**config.mk**
```make
export PLATFORM = sky130hd
export DESIGN_NAME = alu_pipe
export DESIGN_NICKNAME = d
export VERILOG_FILES = /design/src/rtl/alu_pipe.sv
export SDC_FILE = /design/constraint.sdc
export NUM_CORES = 1
export LEC_CHECK = 0
export BUFFER_PORTS_ARGS = -buffer_cell sky130_fd_sc_hd__buf_2
export CAP_MARGIN = 20
export CORE_UTILIZATION = 50
export DETAILED_ROUTE_END_ITERATION = 8
export PLACE_DENSITY = 0.71
export SYNTH_ARGS = -nofsm -noshare
export SYNTH_HDL_FRONTEND = slang
export SYNTH_SLANG_ARGS = --single-unit
```
**constraint.sdc**
```tcl
create_clock -name i_clk -period 3.65 [get_ports i_clk]
set_clock_uncertainty 0.2 [all_clocks]
set_input_delay 0.1825 -clock i_clk [delete_from_list [all_inputs] [get_ports i_clk]]
set_output_delay 0.1825 -clock i_clk [all_outputs]
set_load 0.005 [all_outputs]
```
**src/rtl/alu_pipe.sv**
```systemverilog
// alu_pipe: pipelined 8-operation ALU with status flags and a valid/ready
// handshake. Stage 1 evaluates the operation; the remaining stages only delay
// the result. Flow control is stall-all: the whole pipe advances together
// whenever the output register is empty or being drained.
module alu_pipe #(
    parameter int NB_DATA   = 8,
    parameter int NB_OPCODE = 6,
    parameter int N_STAGES  = 2
) (
    input  logic                 i_clk,
    input  logic                 i_reset,
    input  logic                 i_valid,
    output logic                 o_ready,
    input  logic [NB_DATA-1:0]   i_op_1,
    input  logic [NB_DATA-1:0]   i_op_2,
    input  logic [NB_OPCODE-1:0] i_opcode,
    output logic                 o_valid,
    input  logic                 i_ready,
    output logic [NB_DATA-1:0]   o_result,
    output logic                 o_zero,
    output logic                 o_neg,
    output logic                 o_carry,
    output logic                 o_ovf,
    output logic                 o_err
);

    localparam int MSB = NB_DATA - 1;

    // Opcode map inherited from the original combinational ALU.
    localparam logic [NB_OPCODE-1:0] OP_ADD = NB_OPCODE'(6'b100000);
    localparam logic [NB_OPCODE-1:0] OP_SUB = NB_OPCODE'(6'b100010);
    localparam logic [NB_OPCODE-1:0] OP_AND = NB_OPCODE'(6'b100100);
    localparam logic [NB_OPCODE-1:0] OP_OR  = NB_OPCODE'(6'b100101);
    localparam logic [NB_OPCODE-1:0] OP_XOR = NB_OPCODE'(6'b100110);
    localparam logic [NB_OPCODE-1:0] OP_SRA = NB_OPCODE'(6'b000011);
    localparam logic [NB_OPCODE-1:0] OP_SRL = NB_OPCODE'(6'b000010);
    localparam logic [NB_OPCODE-1:0] OP_NOR = NB_OPCODE'(6'b100111);

    // Shift amounts at or above the data width saturate.
    localparam logic [NB_DATA-1:0] SHIFT_LIMIT = NB_DATA'(NB_DATA);

    // One pipeline slot: result plus every flag that travels with it.
    typedef struct packed {
        logic [NB_DATA-1:0] result;
        logic               zero;
        logic               neg;
        logic               carry;
        logic               ovf;
        logic               err;
    } stage_t;

    // Evaluate one operation. Illegal opcodes yield result 0 with err set;
    // zero/neg are always derived from the final result.
    function automatic stage_t alu_eval(
        input logic [NB_DATA-1:0]   a,
        input logic [NB_DATA-1:0]   b,
        input logic [NB_OPCODE-1:0] op
    );
        stage_t           r;
        logic [NB_DATA:0] wide;
        logic             big;
        r    = '0;
        wide = '0;
        big  = (b >= SHIFT_LIMIT);
        case (op)
            OP_ADD: begin
                wide     = {1'b0, a} + {1'b0, b};
                r.result = wide[MSB:0];
                r.carry  = wide[NB_DATA];
                r.ovf    = (a[MSB] == b[MSB]) && (wide[MSB] != a[MSB]);
            end
            OP_SUB: begin
                // The extra top bit of an unsigned subtract is the borrow.
                wide     = {1'b0, a} - {1'b0, b};
                r.result = wide[MSB:0];
                r.carry  = wide[NB_DATA];
                r.ovf    = (a[MSB] != b[MSB]) && (wide[MSB] != a[MSB]);
            end
            OP_AND: r.result = a & b;
            OP_OR:  r.result = a | b;
            OP_XOR: r.result = a ^ b;
            OP_NOR: r.result = ~(a | b);
            OP_SRA: r.result = big ? {NB_DATA{a[MSB]}} : NB_DATA'($signed(a) >>> b);
            OP_SRL: r.result = big ? {NB_DATA{1'b0}} : (a >> b);
            default: begin
                r.result = '0;
                r.err    = 1'b1;
            end
        endcase
        r.zero = (r.result == '0);
        r.neg  = r.result[MSB];
        return r;
    endfunction

    logic [N_STAGES-1:0] stage_valid;
    stage_t              stage_data [N_STAGES];
    stage_t              stage_in;
    logic                adv;

    // The pipe moves when the last slot is empty or is being accepted.
    assign adv     = ~stage_valid[N_STAGES-1] | i_ready;
    assign o_ready = adv;

    // Stage-1 input: bubbles carry all-zero data so no flag leaks out.
    always_comb begin
        stage_in = '0;
        if (i_valid) begin
            stage_in = alu_eval(i_op_1, i_op_2, i_opcode);
        end else begin
            stage_in = '0;
        end
    end

    // Pipeline registers: flush on reset, shift together on adv, else hold.
    always_ff @(posedge i_clk) begin
        if (i_reset) begin
            stage_valid <= '0;
            for (int i = 0; i < N_STAGES; i++) begin
                stage_data[i] <= '0;
            end
        end else if (adv) begin
            stage_valid[0] <= i_valid;
            stage_data[0]  <= stage_in;
            for (int i = 1; i < N_STAGES; i++) begin
                stage_valid[i] <= stage_valid[i-1];
                stage_data[i]  <= stage_data[i-1];
            end
        end else begin
            stage_valid <= stage_valid;
            for (int i = 0; i < N_STAGES; i++) begin
                stage_data[i] <= stage_data[i];
            end
        end
    end

    // Outputs come straight from the last pipeline register.
    assign o_valid  = stage_valid[N_STAGES-1];
    assign o_result = stage_data[N_STAGES-1].result;
    assign o_zero   = stage_data[N_STAGES-1].zero;
    assign o_neg    = stage_data[N_STAGES-1].neg;
    assign o_carry  = stage_data[N_STAGES-1].carry;
    assign o_ovf    = stage_data[N_STAGES-1].ovf;
    assign o_err    = stage_data[N_STAGES-1].err;

endmodule
```
-- Word-level counts from Yosys, hierarchy flattened
Memory sizes are Yosys's and may differ from the RTL's.
Cells that the tools add are included.
- output and inout bits: 15
- memories: 1
- flip-flop bits (word level): 2
- word-level logic and storage cells: 52
- input port bits: 26
- memory bits (writable): 26
- memory list (memory ; words ; width ; rd ports ; clocked after Yosys merged registers in ; write ports ; line ; source):
    stage_data ; 2 ; 13 ; 2 ; 0 ; 2 ; 96 ; stage_t stage_data [N_STAGES];
- eq/ne operators: 12
- add/subtract/negate cells: 2
- reductions and logical operators: 4
- bitwise gates (word level): 10
- magnitude comparators: 1
- multiplexer cells: 19
- shift operators: 2
- operators by type and width (operator ; number):
    $mux W13 ; 5
    $pmux W8 S8 ; 1
    $eq A6 B6 Y1 const B ; 6
    $mux W8 ; 3
    $eq A6 B2 Y1 const B ; 2
    $add A8 B8 Y9 ; 1
    $mux W1 ; 9
    $sub A8 B8 Y9 ; 1
    $and A8 B8 Y8 ; 1
    $ge A8 B4 Y1 const B ; 1
    $logic_not A8 Y1 ; 1
    $not A8 Y8 ; 1
    $or A8 B8 Y8 ; 1
    $reduce_or A8 Y1 ; 1
    $shr A8 B8 Y8 ; 1
    $sshr A8 B8 Y8 ; 1
    $xor A8 B8 Y8 ; 1
    $or A1 B1 Y1 ; 5
    $pmux W2 S2 ; 1
    $ne A1 B1 Y1 ; 3
    $logic_and A1 B1 Y1 ; 2
    $eq A1 B1 Y1 ; 1
    $not A1 Y1 ; 1

-- Logic depth before layout (Yosys ltp)
- depth after elaboration: 8
- depth in mapped cells: 11

-- Least setup slack after synthesis
Ideal clock, no wire load.
- path type: input port to flip-flop
- start: input port i_op_2[1]
- end: memory stage_data[0][4] (netlist bit) (data pin)
- arrival time: 2.603 ns
- setup time: 0.257 ns
- stages: 11
- setup slack: 0.590 ns
- cell sequence: buf_2 -> clkbuf_1 -> inv_1 -> ha_1 -> nor3_1 -> a211o_1 -> a221o_1 -> a2111oi_0 -> nor4_1 -> nor2_1 -> and4bb_1
- RTL lines (what ; line ; source):
    start: declaration ; 15 ; input logic [NB_DATA-1:0] i_op_2,
    end: declaration ; 96 ;

==> run summary <==
Most frequently used flop master after synthesis: edfxtp_1
GRT Util Overall: 22.4%
Critical Path Start Type: input port
Worst hold path type: input port to flop
Syn-to-layout area delta: 8.11%
Largest net degree at the start of global routing: 26
Clock Latency Late Sink: 0.26 ns
Fin. Hold Viols: 0
Syn avg cell area: 8.88 sq um
ANT nets after route: 0
Tcrit/Tclk final: 84.9%
Part of the Yosys area used for sequential elements: 26.8%
CTS sink count: 26
Power Internal: 0.533 mW
Switching pwr: 0.228 mW
Status: finished clean
# placed instances: 405
Core area: 0.00551 sq mm
Fillers: 520
Num rows: 27
Final Instance Count excl. Fillers: 411
Count of input and output buffers: 40
Final setup vio count: 0
Sw Share: 30.0%
TritonRoute pass-1 iters: 4
Total gr overflow: 0
First-pass GRT wire length: 10.8 mm
Syn nets: 372
CTS tree: yes
Power per cell area: 248 mW/mm^2
Fin Setup TNS: 0 ns
Initial DRC Count: 105
VDD IR max: 0.196 mV
Max H-tree Level: 1
Mapped Cells: 320
Root buffer cell: clkbuf_8
Largest fanout on the critical path: 21
WL/cell: 15.9 um
Distinct cell type count after synthesis: 66
Asr flop ratio synth: 0%
Die X: 77.4 um
Crit path time final: 3.10 ns
Antenna Cells: 0
Clock power share: 23.6%
CP Class: input port to flop
Chip Height: 77.4 um
Gate power share: 31.9%
Clk slew on worst S/H paths: 0.08 ns
Relative slew slack: 49.8%
Max-Cap Viols: 0
Layout cells sized above 1: 18.6%
Data required time of the worst path: 3.47 ns
Starting density of the core: 51.6%
Routability Congestion: 0.910
Clock Path Buffers: 2
Number of global-route vias before repair: 2247
CP Capture Type: flop
Initial antenna violation count: 0
Sequential share of power: 44.6%
CP Data Arrival Time: 2.92 ns
Synth warn: 0
Actual slew at the worst max-slew pin: 0.734 ns
Fin nets: 392
EDFF count, synth: 24
Vias/cell: 5.88
I/O Pins: 41
RSZ-0062 raised after global routing: no
Leak pwr: 1.36 nW
CTS Buf Count: 3
Routed WL: 6.52 mm
DP Wirelength: 5.15 mm
Mapped cell area: 0.00284 sq mm
Setup bufs post-CTS: 0
Die area: 0.00599 sq mm
Fmax: 323 MHz
Max Slew Vio Count: 0
Post-route DRC violation count: 0
DR vias: 2418
Synth Register Bits: 26
[worst max-delay path: stages]
cell and delay (ns):
buf_2 0.33, inv_1 0.20, ha_1 0.35, nor3_1 0.05, a211o_1 0.31, a221o_1 0.35
a2111oi_0 0.68, nor4_1 0.12, nor2_1 0.15, and4bb_1 0.19
[cell usage in the layout (no fill, tap or decap), drive strengths merged, types with 3 or more instances in the layout]
cell type	synthesis	routed
nor2b	10	10
a21oi	11	11
or4	5	5
inv	25	25
or2	4	4
and3	3	3
xnor2	6	6
buf	17	43
clkbuf	12	4
nor3	10	10
nor4	8	8
o211ai	6	6
nand2	20	20
nand4	3	3
mux4	3	3
a211oi	6	6
nand2b	4	4
edfxtp	24	24
xor2	6	6
and2	15	15
mux2	3	3
nor2	18	18
nand3	4	4
ha	24	24
o21ai	11	11
mux2i	13	13
[cell families (layout without fill, tap and decap cells)]
| family | after synthesis | count (layout) | share of synthesized area [%] |
|---|---|---|---|
| flip-flops | 26 | 26 | 26.8 |
| AO/OA/AOI/OAI | 70 | 70 | 18.1 |
| adder cells (fa/ha/maj) | 26 | 26 | 12.0 |
| multiplexers | 19 | 19 | 8.15 |
| buffers and inverters | 54 | 73 | 8.77 |
| XOR/XNOR | 12 | 12 | 3.70 |
| AND/OR/NAND/NOR | 113 | 113 | 22.6 |
[repair_timing]
| action | 4_1_cts | 5_1_grt |
|---|---|---|
| gates resized for setup | 0 | 0 |
| hold endpoints to repair | 1 | 0 |
| hold buffers | 1 | 0 |
[Yosys cell counts, types with 3 or more instances]
library cell	count	area (sq um)
a211oi_1	6	45.0
a21oi_1	11	55.1
and2_1	15	93.8
and3_1	3	18.8
buf_2	7	35.0
buf_4	8	60.1
clkbuf_1	12	45.0
edfxtp_1	24	721
ha_1	24	300
inv_1	25	93.8
mux2_2	3	33.8
mux2i_1	13	130
mux4_2	3	67.6
nand2_1	20	75.1
nand2b_1	4	25.0
nand3_1	4	20.0
nand4_1	3	18.8
nor2_1	18	67.6
nor2b_1	10	62.6
nor3_1	10	50.1
nor4_1	6	37.5
o211ai_1	6	45.0
o21ai_0	11	55.1
or2_2	3	18.8
or4_1	3	22.5
xnor2_1	6	52.6
xor2_1	6	52.6
[layer usage]
layer | up-vias | part of all wire, % | GRT usage (%)
met5 | - | 0 | 0
met2 | 65 | 48 | 38.8
met3 | 8 | 3.6 | 0.824
met1 | 1145 | 47 | 30.5
met4 | 0 | 1.3 | 6.23
li1 | 1200 | - | -
[per-stage QoR]
stage / total power, mW / util [%] / setup WS (ns) / hold slack [ns] / instance area, sq um
CTS: 0.760 / 55.5 / 0.609 / 0.00226 / 3060
global route: 0.800 / 55.8 / 0.346 / 0.0427 / 3070
finish: 0.761 / 55.8 / 0.550 / 0.0264 / 3070
floorplan: 0.521 / - / 0.590 / 0.0516 / 2840
global placement: 0.579 / 54.3 / 0.488 / 0.165 / 2990
detailed placement: 0.584 / 54.3 / 0.323 / 0.173 / 2990
[power by group through the flow]
stage / clock, mW / sequential, mW / combinational, mW
after floorplan: 0 / 0.346 / 0.174
after global placement: 0 / 0.346 / 0.234
after detailed placement: 0 / 0.347 / 0.237
after CTS: 0.182 / 0.340 / 0.239
after global routing: 0.192 / 0.340 / 0.268
final: 0.179 / 0.339 / 0.242
[layout make-up]
| type | instances | area [sq um] | share of cell area (%) |
|---|---|---|---|
| timing repair buffer | 44 | 240 | 7.82 |
| inverter | 25 | 93.8 | 3.06 |
| multi-input combinational | 240 | 1830 | 59.6 |
| clock buffer | 4 | 55.1 | 1.79 |
| tap | 72 | 90.1 | 2.93 |
| sequential | 26 | 761 | 24.8 |
[worst paths after layout]
| path | slack (ns) | end | from | cells past startpoint |
|---|---|---|---|---|
| setup / recovery | 0.55 | stage_data[0][4] | i_op_2[1] | 10 |
| hold / removal | 0.03 | stage_valid[1] | i_ready | 4 |
| setup reg to reg | 1.28 | stage_data[0][4] | stage_valid[1] | 6 |
| hold reg to reg | 0.25 | stage_valid[1] | stage_valid[0] | 2 |
[flip-flops by register name, indices dropped and copies added, names as in the netlist]
name	cells
stage_data	24
stage_valid	2
(Power assumes the default switching activity.)
